## config.mk

```make
export PLATFORM = sky130hd
export DESIGN_NAME = mem_arbiter
export DESIGN_NICKNAME = d
export VERILOG_FILES = /design/src/rtl/mem_arb_pkg.sv /design/src/rtl/rr_pick.sv /design/src/rtl/mem_arbiter.sv
export SDC_FILE = /design/constraint.sdc
export NUM_CORES = 1
export LEC_CHECK = 0
export CORE_MARGIN = 4
export CORE_UTILIZATION = 34
export DETAILED_ROUTE_END_ITERATION = 12
export GPL_TIMING_DRIVEN = 0
export PLACE_DENSITY = 0.77
export SYNTH_ARGS = -nofsm -noshare
export SYNTH_HDL_FRONTEND = slang
export SYNTH_SLANG_ARGS = --single-unit
```

## constraint.sdc

```tcl
create_clock -name clk -period 1.45 [get_ports clk]
set_input_delay 0.145 -clock clk [delete_from_list [all_inputs] [get_ports clk]]
set_output_delay 0.145 -clock clk [all_outputs]
set_load 0.005 [all_outputs]
```

## src/rtl/mem_arb_pkg.sv

```systemverilog
// rtl/mem_arb_pkg.sv - shared types and constants for the memory arbiter
// Contents: arbiter FSM state enum, default core count and bus widths,
// lock-owner width and its "no owner" encoding (owner ids are 0..7, so
// the all-ones code never collides with a real core).
package mem_arb_pkg;

    typedef enum logic [1:0] {
        ST_IDLE  = 2'd0,
        ST_ISSUE = 2'd1,
        ST_WAIT  = 2'd2
    } arb_state_e;

    localparam int NUM_CORES_DEF = 4;
    localparam int DATA_W_DEF    = 16;
    localparam int ADDR_W_DEF    = 16;

    localparam int                 OWNER_W    = 4;
    localparam logic [OWNER_W-1:0] LOCK_NONE  = 4'hF;

endpackage

```

## src/rtl/rr_pick.sv

```systemverilog
// rtl/rr_pick.sv - combinational round-robin picker
// Ports: req (request vector), ptr (first index to consider), mask
// (eligibility), winner (one-hot, first eligible request at or above ptr,
// wrapping to index 0), valid (any eligible request present).
module rr_pick #(
    parameter int N     = 4,
    parameter int PTR_W = $clog2(N)
) (
    input  logic [N-1:0]     req,
    input  logic [PTR_W-1:0] ptr,
    input  logic [N-1:0]     mask,
    output logic [N-1:0]     winner,
    output logic             valid
);

    logic [N-1:0] elig;
    logic [N-1:0] upper;
    logic [N-1:0] hi;
    logic [N-1:0] base;

    always_comb begin
        elig  = req & mask;
        // Bits at or above the pointer; requests there win over wrapped ones.
        upper = ~((N'(1) << ptr) - N'(1));
        hi    = elig & upper;
        base  = (|hi) ? hi : elig;
        // Isolate the lowest set bit of the chosen half.
        winner = base & (~base + N'(1));
        valid  = |elig;
    end

endmodule

```

## src/rtl/mem_arbiter.sv

```systemverilog
// rtl/mem_arbiter.sv - round-robin arbiter sharing one synchronous data memory among cores
// Ports: clk, rst_n (synchronous active-low); per-core req/we/addr/wdata inputs
// (core i at slice i); gnt/done one-cycle one-hot pulses and broadcast rdata;
// mem_en/mem_we/mem_addr/mem_wdata towards the memory and mem_rdata back from it
// (valid the cycle after mem_en).
// Build option: MEMARB_LOCK_EN adds the per-core lock input, letting a core keep
// exclusive ownership across consecutive accesses.
module mem_arbiter
    import mem_arb_pkg::*;
#(
    parameter int NUM_CORES = NUM_CORES_DEF,
    parameter int DATA_W    = DATA_W_DEF,
    parameter int ADDR_W    = ADDR_W_DEF
) (
    input  logic                        clk,
    input  logic                        rst_n,
    input  logic [NUM_CORES-1:0]        req,
    input  logic [NUM_CORES-1:0]        we,
    input  logic [NUM_CORES*ADDR_W-1:0] addr,
    input  logic [NUM_CORES*DATA_W-1:0] wdata,
`ifdef MEMARB_LOCK_EN
    input  logic [NUM_CORES-1:0]        lock,
`endif
    output logic [NUM_CORES-1:0]        gnt,
    output logic [NUM_CORES-1:0]        done,
    output logic [DATA_W-1:0]           rdata,
    output logic                        mem_en,
    output logic                        mem_we,
    output logic [ADDR_W-1:0]           mem_addr,
    output logic [DATA_W-1:0]           mem_wdata,
    input  logic [DATA_W-1:0]           mem_rdata
);

    localparam int PTR_W = $clog2(NUM_CORES);

    arb_state_e state;
    arb_state_e state_nxt;

    logic [PTR_W-1:0]     ptr;
    logic [PTR_W-1:0]     ptr_nxt;
    logic [NUM_CORES-1:0] elig_mask;
    logic [NUM_CORES-1:0] pick_oh;
    logic                 pick_valid;
    logic [NUM_CORES-1:0] cur_oh;
    logic                 cur_we;

    logic [PTR_W-1:0]     win_idx;
    logic                 sel_we;
    logic [ADDR_W-1:0]    sel_addr;
    logic [DATA_W-1:0]    sel_wdata;
`ifdef MEMARB_LOCK_EN
    logic                 sel_lock;
`endif

    rr_pick #(
        .N     (NUM_CORES),
        .PTR_W (PTR_W)
    ) u_pick (
        .req    (req),
        .ptr    (ptr),
        .mask   (elig_mask),
        .winner (pick_oh),
        .valid  (pick_valid)
    );

    // One-hot winner to index, and the winner's request fields.
    always_comb begin
        win_idx   = '0;
        sel_we    = 1'b0;
        sel_addr  = '0;
        sel_wdata = '0;
`ifdef MEMARB_LOCK_EN
        sel_lock  = 1'b0;
`endif
        for (int i = 0; i < NUM_CORES; i++) begin
            if (pick_oh[i]) begin
                win_idx   = PTR_W'(i);
                sel_we    = we[i];
                sel_addr  = addr[i*ADDR_W +: ADDR_W];
                sel_wdata = wdata[i*DATA_W +: DATA_W];
`ifdef MEMARB_LOCK_EN
                sel_lock  = lock[i];
`endif
            end
        end
        ptr_nxt = (win_idx == PTR_W'(NUM_CORES - 1)) ? '0 : win_idx + 1'b1;
    end

`ifdef MEMARB_LOCK_EN
    logic [OWNER_W-1:0]   lock_owner;
    logic [NUM_CORES-1:0] owner_oh;
    logic                 locked;

    // A lock only bites while its owner is still requesting; once the owner
    // drops req in IDLE every core becomes eligible again in that same cycle.
    always_comb begin
        owner_oh = '0;
        for (int i = 0; i < NUM_CORES; i++) begin
            if (lock_owner == OWNER_W'(i)) begin
                owner_oh[i] = 1'b1;
            end
        end
        locked    = |(owner_oh & req);
        elig_mask = locked ? owner_oh : '1;
    end

    always_ff @(posedge clk) begin
        if (!rst_n) begin
            lock_owner <= LOCK_NONE;
        end else if (state == ST_IDLE) begin
            if (pick_valid) begin
                lock_owner <= sel_lock ? OWNER_W'(win_idx) : LOCK_NONE;
            end else if (!locked) begin
                lock_owner <= LOCK_NONE;
            end
        end
    end
`else
    assign elig_mask = '1;
`endif

    always_ff @(posedge clk) begin
        if (!rst_n) begin
            state <= ST_IDLE;
        end else begin
            state <= state_nxt;
        end
    end

    always_comb begin
        state_nxt = state;
        unique case (state)
            ST_IDLE:  if (pick_valid) state_nxt = ST_ISSUE;
            ST_ISSUE: state_nxt = ST_WAIT;
            ST_WAIT:  state_nxt = ST_IDLE;
            default:  state_nxt = ST_IDLE;
        endcase
    end

    // Registered outputs: pulses clear every cycle, memory fields hold.
    always_ff @(posedge clk) begin
        if (!rst_n) begin
            ptr       <= '0;
            gnt       <= '0;
            done      <= '0;
            rdata     <= '0;
            mem_en    <= 1'b0;
            mem_we    <= 1'b0;
            mem_addr  <= '0;
            mem_wdata <= '0;
            cur_oh    <= '0;
            cur_we    <= 1'b0;
        end else begin
            gnt    <= '0;
            done   <= '0;
            mem_en <= 1'b0;
            if (state == ST_IDLE && pick_valid) begin
                gnt       <= pick_oh;
                mem_en    <= 1'b1;
                mem_we    <= sel_we;
                mem_addr  <= sel_addr;
                mem_wdata <= sel_wdata;
                cur_oh    <= pick_oh;
                cur_we    <= sel_we;
                ptr       <= ptr_nxt;
            end
            // mem_rdata is valid during WAIT for the access issued two cycles ago.
            if (state == ST_WAIT) begin
                done <= cur_oh;
                if (!cur_we) begin
                    rdata <= mem_rdata;
                end
            end
        end
    end

endmodule

```

==> impl_metrics.ini <==
[routing]
ant_nets = 0
drc_errors = 0
first_pass_iters = 5
routed_wl_mm = 15.0
via_per_inst = 5.23
drt_iter0_drc = 233
vias = 4254
wl_per_cell_microns = 18.4

[timing]
final_max_slew_viol_count = 0
worstMarginPinSlew_ps = 527
min_period_ps = 1630
max_freq_ghz = 0.612
slew_headroom_pct = 64.9
holdWs_ps = 363
grt_setup_unrepaired = yes
skew_ps = 8.58
setup_ws_ps = -183
period_share_pct = 113
finalSetupViolations = 37
final_hold_viol_count = 0

[global_routing]
grtUsageMet1_pct = 26.3
grt_max_degree = 13
grt_usage_pct = 23.0
grt_pass1_wl_mm = 21.5
grt.busiest_layer = met2
use_met3_pct = 7.05
grtUsageMet2_pct = 40.7
antenna_found_initial = 0
overflow = 0
first_global_vias = 4242

[synthesis]
yosysTopAreaCell = dfxtp_1
yosysSeqAreaShare_pct = 37.1
ys_ff_latch = 66
synth.area.top_cells = dfxtp_1, a21oi_1, and2_1, o211ai_1, nand2_1
avgSynthCellArea_sq_um = 8.29
syn_nets = 584
ys.warnings.count = 0
netlist_area_sq_um = 3560
synthDistinctLibCells = 37
synthCells = 430
synth_top_area_share_pct = 37.1

[cts]
cts_buffer_depth = 2
cts-root-buf = clkbuf_8
h-tree-depth = 3
clk_pin_slew_ps = 80
cts_tree = done
clk_latency_ps = 350
cts.sinks = 66
numCtsBuffers = 9

[worst_setup_path]
cp_cell_sequence = o2bb2ai_2, a32o_2, buf_6, buf_6, o2bb2ai_2, a211oi_2, o31ai_2
required_ps = 1690
path_delay_family = compound AO/OA/AOI/OAI gates
crit_path_max_incr_delay_ps = 390
cp-end-kind = flip-flop
cp_max_fo = 6
critPathSlowestCell = dfxtp_4
worstSetupPathType = reg2reg
start_kind = flip-flop
cp.arrival_ps = 1870
timing.critical_path.buf_inv = 2

[layout]
area_growth_pct = 88.8
fill_cells = 872
antennaDiodeCount = 0
design_area_sq_um = 6730
drive_above_1_share_pct = 20.6
final_net_count = 827

[die]
die_width_microns = 110
rows = 37
initial_core_util_pct = 34.7
chipHeight_microns = 110
core-area_sq_um = 10300
dieArea_sq_um = 12200
ios = 212

[placement]
place_congestion = 0.885
dpl-instance-area_sq_um = 5850
port_buffers = 211
dpl.hpwl_mm = 10.9

[run_status]
status = complete, but fails checks
violations = setup timing

[job]
max_cap_viol_count = 0

[power]
powerDensity_nw_per_um2 = 924
peakVddDrop_v = 0.000588
leakagePower_nw = 2.57

[worst_hold_path]
hp-class = in2reg
-- area by class of cell --
cell class	instances	area (sq um)	area share, %
repair buffers	237	2390	35.6
inverters	36	135	2.01
clock buffers	10	138	2.05
plain buffers	34	333	4.95
multi-input cells	289	2160	32.1
well taps	136	170	2.53
flip-flops and latches	66	1340	19.9
clock inverters	6	65.1	0.967
-- routing by layer --
layer | vias up | share of wire, %
met4 | 0 | 2.0
li1 | 2019 | -
met1 | 1983 | 38
met2 | 227 | 49
met3 | 25 | 10
met5 | - | 0
-- worst register-to-register path, delay by kind of cell, from the launching register on --
kind | cells | cell delay, ps
AOI/OAI and AO/OA | 5 | 840
buffers and inverters | 2 | 290
DFF | 1 | 390
-- power by group --
part           switching (mW)  total [mW]  internal [mW]
clock network           0.766        1.61          0.844
logic                    1.05        2.47           1.42
registers               0.124        2.13           2.01
-- final timing paths --
| kind | endpoint | slack [ps] | startpoint | cells past startpoint |
|---|---|---|---|---|
| worst max register to register | mem_addr[11] | -180 | ptr[1] | 7 |
| worst min-delay path | rdata[6] | 360 | mem_rdata[6] | 3 |
| worst min register to register | rdata[7] | 460 | rdata[7] | 2 |
| worst max-delay path | mem_addr[11] | -180 | ptr[1] | 7 |
-- stage by stage --
stage               util [%]  TNS [ps]  setup WS, ps  total power, mW  instances
floorplan                  -         0          8.07             3.09        430
global placement        56.9    -27310          -673             4.12        777
detailed placement      56.9    -30380          -725             4.17        777
CTS                     63.4     -2130          -102             6.08        808
global route            65.5     -5200          -231             6.51        814
finish                  65.5     -2730          -183             6.22        814
-- synth_stat cells (all sizes together) --
| library cell | instances |
|---|---|
| o21a | 1 |
| dfxtp | 66 |
| nor4 | 1 |
| o31ai | 12 |
| buf | 26 |
| nor2 | 19 |
| a211oi | 12 |
| nor2b | 4 |
| a21boi | 18 |
| o221ai | 21 |
| clkbuf | 13 |
| nand3 | 13 |
| or3b | 1 |
| nand2 | 42 |
| and2 | 30 |
| o211ai | 23 |
| a32o | 1 |
| and3b | 1 |
| or3 | 1 |
| nor3b | 1 |
| o21ai | 29 |
| o2bb2ai | 13 |
| a21oi | 43 |
| inv | 36 |
| nor3 | 1 |
| and3 | 1 |
| a31oi | 1 |
-- logic make-up after synthesis --
group | share of synthesized area, %
AO/OA/AOI/OAI | 36.5
AND/OR/NAND/NOR | 16.4
buffers and inverters | 10.1
flip-flops | 37.1
-- placed cells by master (no fill, tap or decap), types with 15 or more instances in the layout --
cell / Yosys / layout
clkdlybuf4s50_1: 0 / 207
inv_1: 36 / 35
a21boi_0: 15 / 15
o21ai_0: 22 / 22
nor2_1: 19 / 19
buf_4: 3 / 19
and2_1: 30 / 28
a21oi_1: 43 / 38
buf_6: 6 / 20
o211ai_1: 21 / 21
nand2_1: 40 / 38
dfxtp_1: 66 / 61
-- registers in the layout, summed over array words and instances, names as in the netlist --
signal     count
mem_en         1
mem_addr      16
gnt            4
ptr            2
mem_wdata     16
state          2
cur_oh         4
rdata         16
cur_we         1
done           4
-- timing repair --
action / CTS / global route
pin swaps: 34 / 48
cloned: 1 / 2
hold buffers: 0 / 0
endpoints found under the setup margin: 55 / 50
buffers inserted: 17 / 6
resized for setup: 88 / 44
Note: power is estimated with default switching activity, not from simulation.
